**src/rtl/fetch_branch_unit_pkg.sv**
```systemverilog
// Shared definitions for the fetch/branch unit: condition codes, flag bit positions,
// opcode fields and the fetch FSM state type.
package fetch_branch_unit_pkg;

   localparam logic [3:0] EQ = 4'h0;
   localparam logic [3:0] NE = 4'h1;
   localparam logic [3:0] CS = 4'h2;
   localparam logic [3:0] CC = 4'h3;
   localparam logic [3:0] HI = 4'h4;
   localparam logic [3:0] LS = 4'h5;
   localparam logic [3:0] GT = 4'h6;
   localparam logic [3:0] LE = 4'h7;
   localparam logic [3:0] FS = 4'h8;
   localparam logic [3:0] FC = 4'h9;
   localparam logic [3:0] LO = 4'hA;
   localparam logic [3:0] HS = 4'hB;
   localparam logic [3:0] LT = 4'hC;
   localparam logic [3:0] GE = 4'hD;
   localparam logic [3:0] UC = 4'hE;
   localparam logic [3:0] NV = 4'hF;

   localparam int unsigned FLG_C = 0;
   localparam int unsigned FLG_L = 1;
   localparam int unsigned FLG_F = 2;
   localparam int unsigned FLG_Z = 3;
   localparam int unsigned FLG_N = 4;

   localparam logic [3:0]  OP_BCOND   = 4'hC;
   localparam logic [3:0]  OP_EXT     = 4'h4;
   localparam logic [3:0]  EXT_JCOND  = 4'hC;
   localparam logic [3:0]  EXT_JAL    = 4'h8;
   localparam logic [15:0] INSTR_WAIT = 16'h0000;

   typedef enum logic [1:0] {
      ST_FETCH   = 2'd0,
      ST_WAITMEM = 2'd1,
      ST_ISSUE   = 2'd2,
      ST_HALT    = 2'd3
   } fbu_state_t;

endpackage

```
**src/rtl/fetch_branch_unit_branch_cond_eval.sv**
```systemverilog
// Combinational condition-code evaluator over the {N,Z,F,L,C} processor flags.
module branch_cond_eval
   import fetch_branch_unit_pkg::*;
(
   input  logic [3:0] cond,
   input  logic [4:0] flags,
   output logic       take
);

   logic n, z, f, l, c;

   assign n = flags[FLG_N];
   assign z = flags[FLG_Z];
   assign f = flags[FLG_F];
   assign l = flags[FLG_L];
   assign c = flags[FLG_C];

   always_comb begin
      take = 1'b0;
      case (cond)
         EQ: take = z;
         NE: take = ~z;
         CS: take = c;
         CC: take = ~c;
         HI: take = l;
         LS: take = ~l;
         GT: take = n;
         LE: take = ~n;
         FS: take = f;
         FC: take = ~f;
         LO: take = ~l & ~z;
         HS: take = l | z;
         LT: take = ~n & ~z;
         GE: take = n | z;
         UC: take = 1'b1;
         NV: take = 1'b0;
      endcase
   end

endmodule

```
**src/rtl/fetch_branch_unit.sv**
```systemverilog
// Instruction-fetch stage: owns the PC, fetches into the instruction register and
// selects the next PC (sequential, Bcond, Jcond, JAL) when the control FSM retires.
module fetch_branch_unit
   import fetch_branch_unit_pkg::*;
#(
   parameter int unsigned    AW       = 10,
   parameter logic [AW-1:0]  RESET_PC = '0
) (
   input  logic          clk,
   input  logic          reset,
   output logic [AW-1:0] imem_addr,
   output logic          imem_req,
   input  logic [15:0]   imem_data,
   input  logic          imem_valid,
   output logic [15:0]   instr,
   output logic          instr_valid,
   input  logic          instr_ready,
   input  logic [4:0]    flags_in,
   input  logic [15:0]   jtarget,
   output logic [AW-1:0] pc,
   output logic          link_we,
   output logic [15:0]   link_addr,
   output logic          branch_taken,
   output logic          halted
);

   fbu_state_t state;

   logic          is_bcond, is_jcond, is_jal;
   logic          cond_take, taken;
   logic [AW-1:0] pc_seq, pc_rel, pc_reg, next_pc;
   logic          unused_jtarget;

   assign unused_jtarget = &{1'b0, jtarget[15:AW]};

   branch_cond_eval u_cond (
      .cond  (instr[11:8]),
      .flags (flags_in),
      .take  (cond_take)
   );

   assign is_bcond = (instr[15:12] == OP_BCOND);
   assign is_jcond = (instr[15:12] == OP_EXT) && (instr[7:4] == EXT_JCOND);
   assign is_jal   = (instr[15:12] == OP_EXT) && (instr[7:4] == EXT_JAL);

   // Displacement is sign-extended to AW bits and added to the branch's own address.
   assign pc_seq = pc + 1'b1;
   assign pc_rel = pc + AW'($signed(instr[7:0]));
   assign pc_reg = jtarget[AW-1:0];

   always_comb begin
      taken   = 1'b0;
      next_pc = pc_seq;
      if (is_bcond && cond_take) begin
         taken   = 1'b1;
         next_pc = pc_rel;
      end else if ((is_jcond && cond_take) || is_jal) begin
         taken   = 1'b1;
         next_pc = pc_reg;
      end
   end

   assign imem_addr = pc;

   always_ff @(posedge clk) begin
      if (reset) begin
         state        <= ST_FETCH;
         pc           <= RESET_PC;
         imem_req     <= 1'b0;
         instr        <= '0;
         instr_valid  <= 1'b0;
         link_we      <= 1'b0;
         link_addr    <= '0;
         branch_taken <= 1'b0;
         halted       <= 1'b0;
      end else begin
         link_we      <= 1'b0;
         branch_taken <= 1'b0;
         case (state)
            // imem_req is registered: a retire raises it on entry, the post-reset
            // FETCH raises it one cycle late; either way FETCH leaves once it is seen high.
            ST_FETCH: begin
               if (imem_req) begin
                  imem_req <= 1'b0;
                  state    <= ST_WAITMEM;
               end else begin
                  imem_req <= 1'b1;
               end
            end
            ST_WAITMEM: begin
               if (imem_valid) begin
                  instr       <= imem_data;
                  instr_valid <= 1'b1;
                  state       <= ST_ISSUE;
               end
            end
            ST_ISSUE: begin
               if (instr_ready) begin
                  instr_valid  <= 1'b0;
                  pc           <= next_pc;
                  branch_taken <= taken;
                  link_we      <= is_jal;
                  if (is_jal) begin
                     link_addr <= 16'(pc_seq);
                  end
                  if (instr == INSTR_WAIT) begin
                     halted <= 1'b1;
                     state  <= ST_HALT;
                  end else begin
                     imem_req <= 1'b1;
                     state    <= ST_FETCH;
                  end
               end
            end
            ST_HALT: begin
               halted <= 1'b1;
            end
         endcase
      end
   end

endmodule

```
**config.mk**
```make
export PLATFORM = sky130hd
export DESIGN_NAME = fetch_branch_unit
export DESIGN_NICKNAME = d
export VERILOG_FILES = /design/src/rtl/fetch_branch_unit_pkg.sv /design/src/rtl/fetch_branch_unit_branch_cond_eval.sv /design/src/rtl/fetch_branch_unit.sv
export SDC_FILE = /design/constraint.sdc
export NUM_CORES = 1
export LEC_CHECK = 0
export ABC_CLOCK_PERIOD_IN_PS = 1980
export BUFFER_PORTS_ARGS = -buffer_cell sky130_fd_sc_hd__buf_2
export CAP_MARGIN = 10
export CORE_MARGIN = 5
export CORE_UTILIZATION = 45
export DETAILED_ROUTE_END_ITERATION = 12
export PLACE_DENSITY_LB_ADDON = 0.2
export SLEW_MARGIN = 20
export SYNTH_ARGS = -nofsm -noshare
export SYNTH_HDL_FRONTEND = slang
export SYNTH_SLANG_ARGS = --single-unit
```
**constraint.sdc**
```tcl
create_clock -name clk -period 1.98 [get_ports clk]
set_input_delay 0.396 -clock clk [delete_from_list [all_inputs] [get_ports clk]]
set_output_delay 0.396 -clock clk [all_outputs]
set_load 0.03 [all_outputs]
```
### Yosys cells after proc, flatten, opt, wreduce, memory -nomap -nowiden

Index checks and enable logic that the tools add are counted.

* $add $sub $neg: 2
* equality and inequality tests: 27
* multiplexer cells: 20
* bitwise operators: 11
* reduce and logical (&&, ||, !) cells: 20

Operator list (number)
* 4-bit equality test, second input constant: 11
* 4-bit by 3-bit equality test with 1-bit output, second input constant: 5
* 10-bit 2-to-1 mux: 2
* 16-bit zero test: 1
* 1-bit one-hot mux with 16 select lines: 1
* 3-bit AND reduction: 4
* 10-bit by 1-bit adder with 10-bit output, second input constant: 1
* 10-bit adder: 1
* 2-bit inequality test, second input constant: 5
* 1-bit 2-to-1 mux: 9
* 4-bit by 2-bit equality test with 1-bit output, second input constant: 2
* 2-bit 2-to-1 mux: 4
* 1-bit NOT: 7
* 1-bit one-hot mux with 2 select lines: 3
* 2-bit one-hot mux with 3 select lines: 1
* 2-bit nonzero test: 3
* 2-bit equality test, second input constant: 2
* 4-bit by 1-bit equality test with 1-bit output, second input constant: 1
* 1-bit logical AND: 4
* 4-bit zero test: 1
* 2-bit AND reduction: 2
* 4-bit AND reduction: 1
* 3-bit nonzero test: 1
* 3-bit OR reduction: 1
* other kinds (5): 7

* bits in registers: 43
* bits of input ports: 41
* output and inout bits: 57
* word-level logic and storage cells: 89

### Logic depth before layout (Yosys ltp)

* depth in word-level cells: 7
* mapped depth: 9
* depth with buffers taken out: 9

### By module

A second synthesis with hierarchy kept.

* cells, all modules: 344
* area, all modules: 2772.7 µm²

By module, submodules not included
* fetch_branch_unit: times used 1, cells an instance 321, area each 2588.7 µm², sequential area each 860.8 µm²
* branch_cond_eval: times used 1, cells an instance 23, area each 183.9 µm², sequential area each 0.0 µm²

### Worst setup path before layout

OpenSTA, ideal clock, no wires.

* path type: flip-flop to flip-flop
* start: register pc[0], in the netlist imem_addr[0]
* end: register pc[6], in the netlist imem_addr[6]
* setup time: 0.131 ns
* arrival: 2.118 ns
* required time: 1.849 ns
* path slack: -0.269 ns
* cell stages (with the launch flop): 10
* buffers on the path: 0
* clock period less this slack: 2.249 ns
* cell sequence: dfxtp_1 ha_1 inv_1 fa_1 nand2b_1 a211oi_1 o21a_1 o21ai_0 a41oi_1 o22ai_1

* longest elaborated chain between the ends: 3
* elaborated cells on any way between the ends: 4
* classes of those cells: add/sub (2); mux (2)

RTL lines
* from (decl): line fetch_branch_unit.sv:20 `output logic [AW-1:0] pc,`
* from (signal assigned): line fetch_branch_unit.sv:100 `pc <= next_pc;`
* 10-bit by 1-bit adder with 10-bit output: line fetch_branch_unit.sv:47 `assign pc_seq = pc + 1'b1;`
* 10-bit 2-to-1 mux: line fetch_branch_unit.sv:57 `end else if ((is_jcond && cond_take) || is_jal) begin`
* 10-bit 2-to-1 mux (*): line fetch_branch_unit.sv:54 `if (is_bcond && cond_take) begin`

Every way passes the cells marked *; elsewhere a longest branch is shown, timed or not.
A chain may end at the register's enable or synchronous reset.

### Final worst setup path

* start: register pc[1], in the netlist imem_addr[1]
* end: register pc[7], in the netlist imem_addr[7]

The elaborated chain is that of the path after synthesis.

==> results by group <==
CTS
  – CTS root buf: clkbuf_8
  – Hold Buf Count CTS: 0
  – Clk sinks: 43
  – Worst-path clk slew: 0.08 ns
  – CTS H-tree depth: 2
  – Clk_lat worst skew: 0.30 ns
  – CTS Buffer Depth: 2
  – CTS tree: yes
  – TritonCTS buffer count: 5

Placed design
  – Cells after DPL: 503
  – DP Worst Slack: -0.157 ns
  – PortBufs: 85
  – Post-DP HPWL: 6170 um
  – Gpl congestion: 0.855

Critical path
  – Critical Path Start Type: flop
  – Critical path's slowest cell: o41ai_1
  – WS Path Type: reg2reg
  – Crit-path max FO: 4
  – WP data arrival: 2.15 ns
  – Required @ worst endpoint: 2.15 ns
  – Crit-path cells: ha_1 > a21oi_1 > o22ai_2 > o41ai_1 > xnor2_1 > a22oi_1 > o32ai_2
  – CP Capture Type: flop
  – Worst path max stage delay: 0.35 ns

Logic synthesis
  – Synth unique cells: 60
  – Post-synth EDFFs: 0
  – Register area share after synthesis: 0.310
  – Post-Syn Instances: 334
  – Post-synth ARST share: 0
  – #FFs+latches synth: 43
  – Syn Area/Cell: 8.31 sq um
  – Ys flop type: dfxtp_1
  – Synthesized cell area: 2780 sq um
  – Synth warnings: 0
  – Synth area leaders: dfxtp_1 31%, mux2i_1 6.5%, ha_1 6.3%
  – Dominant cell type by area after synthesis: dfxtp_1
  – Synth top area share: 0.310

STA
  – Final setup violation count: 1
  – Hold Fails Final Rpt: 0
  – Worst-margin pin slew: 0.562 ns
  – Final period util: 1.00
  – Worst Skew: 0.00575 ns
  – Slew HR: 0.625
  – Min Tclk post-route: 1.99 ns
  – Hold WS: 0.322 ns
  – Max Clk Rate: 0.504 GHz
  – Slew Viols, Final: 0
  – RSZ-0062 raised after global routing: true
  – Final WS setup: -0.00570 ns
  – Post-route setup TNS: -0.00570 ns

Die
  – Num rows: 28
  – Die Footprint: 7840 sq um
  – # IOs: 98
  – Initial Util: 0.466
  – Core Area: 5960 sq um
  – Die span in y: 88.5 um
  – Die Wd: 88.5 um

Route
  – Post-route ant nets: 0
  – Vias/cell: 5.43
  – 1st-pass router iterations: 4
  – Via count: 2787
  – Routed wire per std cell: 15.8 um
  – Iter 0 DRT Violations: 101
  – Drt drc: 0
  – Final WL: 8130 um

Final layout
  – Most frequent cells in the layout: 85 x buf_2, 42 x nand2_1, 37 x dfxtp_1
  – Final Core Density: 0.612
  – ANT cells: 0
  – Most common cell after layout, fill and taps aside: buf_2
  – Share of post-route cells with drive strength above 1: 0.372
  – Finished Layout Cells: 513
  – Nets: 493
  – Synthesis-to-finish area growth: 31.4%

Global route
  – First-pass GRT wire length: 12300 um
  – Largest net degree at the start of global routing: 31
  – Vias in the first global route: 2613
  – Total gr overflow: 0
  – Gr usage total: 0.203
  – Initial antenna violation count: 0

Run status
  – Failing checks: setup timing
  – Outcome: complete, but fails checks

Flow run
  – Max-Cap Viols: 0

Power
  – Pleak: 1.59 nW
  – PD cells: 707 nW/um^2
  – Max IR drop VDD: 0.612 mV

Hold path
  – HP Class: in2reg
==> worst max-delay path: cells and delay by family (launching register included) <==
kind                     cells  cell delay (ns)
AO/OA/AOI/OAI                5             1.10
adder cells (fa/ha/maj)      1             0.29
XOR/XNOR                     1             0.12
flip-flops                   1             0.34
==> cell type report <==
class / instances / area (sq um)
Fill cell: 542 / 2310
Inverter: 10 / 37.5
Clock inverter: 3 / 43.8
Multi-Input combinational cell: 256 / 1800
Sequential cell: 43 / 878
Timing Repair Buffer: 121 / 721
Clock buffer: 5 / 68.8
Tap cell: 75 / 93.8
==> cells in the mapped netlist, types with 3 or more instances <==
| master | instances |
|---|---|
| a31oi_1 | 7 |
| o22ai_1 | 4 |
| and3_1 | 4 |
| and2_1 | 3 |
| nand3_1 | 12 |
| nor2b_1 | 3 |
| o21ai_0 | 9 |
| nand4_1 | 7 |
| nand2_1 | 42 |
| buf_4 | 16 |
| inv_1 | 10 |
| xnor2_1 | 11 |
| nor3_1 | 8 |
| a22oi_1 | 3 |
| mux2i_1 | 18 |
| dfxtp_1 | 43 |
| clkbuf_1 | 8 |
| nor4_1 | 4 |
| nor2_1 | 28 |
| xor2_1 | 5 |
| nand2b_1 | 3 |
| a211oi_1 | 4 |
| buf_2 | 3 |
| ha_1 | 14 |
| a21oi_1 | 25 |
==> state kept, by name (all words and copies together) (netlist names) <==
name and cells:
branch_taken 1, halted 1, imem_addr 10, imem_req 1
instr 16, instr_valid 1, link_addr 10, link_we 1
state 2
==> logic make-up after synthesis <==
group	count (synthesis)	share of synthesized area
multiplexers	18	0.0649
buffers and inverters	40	0.0825
flip-flops	43	0.310
AND/OR/NAND/NOR	126	0.228
AO/OA/AOI/OAI	75	0.193
adder cells (fa/ha/maj)	15	0.0703
other	1	0.00135
XOR/XNOR	16	0.0505
==> per-layer routing <==
| layer | global-route usage | wire length [um] | up-vias |
|---|---|---|---|
| met3 | 0.0447 | 461 | 8 |
| met1 | 0.254 | 3580 | 1307 |
| met4 | 0.0577 | 83 | 0 |
| li1 | - | - | 1393 |
| met5 | 0 | 0 | - |
| met2 | 0.349 | 4000 | 79 |
==> power by group <==
group / internal [mW] / switching [mW]
registers: 0.941 / 0.0896
logic: 0.317 / 0.543
clock network: 0.376 / 0.311
total: 1.63 / 0.943
==> final timing paths <==
path | depth (start not counted) | end | startpoint | slack (ns)
worst max-delay path | 7 | imem_addr[7]$_SDFFE_PP0P_ | imem_addr[1]$_SDFFE_PP0P_ | -0.006
worst min-delay path | 3 | instr[11]$_SDFFE_PP0P_ | imem_data[11] | 0.32
worst max register to register | 7 | imem_addr[7]$_SDFFE_PP0P_ | imem_addr[1]$_SDFFE_PP0P_ | -0.006
worst min register to register | 2 | instr[12]$_SDFFE_PP0P_ | instr[12]$_SDFFE_PP0P_ | 0.48
==> metrics by stage <==
stage / power [mW] / cell area (sq um)
final: 2.58 / 3650
after global routing: 2.73 / 3650
after CTS: 2.56 / 3570
after detailed placement: 1.86 / 3420
after global placement: 1.86 / 3420
after floorplan: 1.63 / 2810
==> timing repair <==
item                       4_1_cts  5_1_grt
setup buffers                    0        2
gates resized for setup          7       12
setup endpoints to repair        6       11
pin swaps                        3        6
Power figures use the tool's default switching activity.
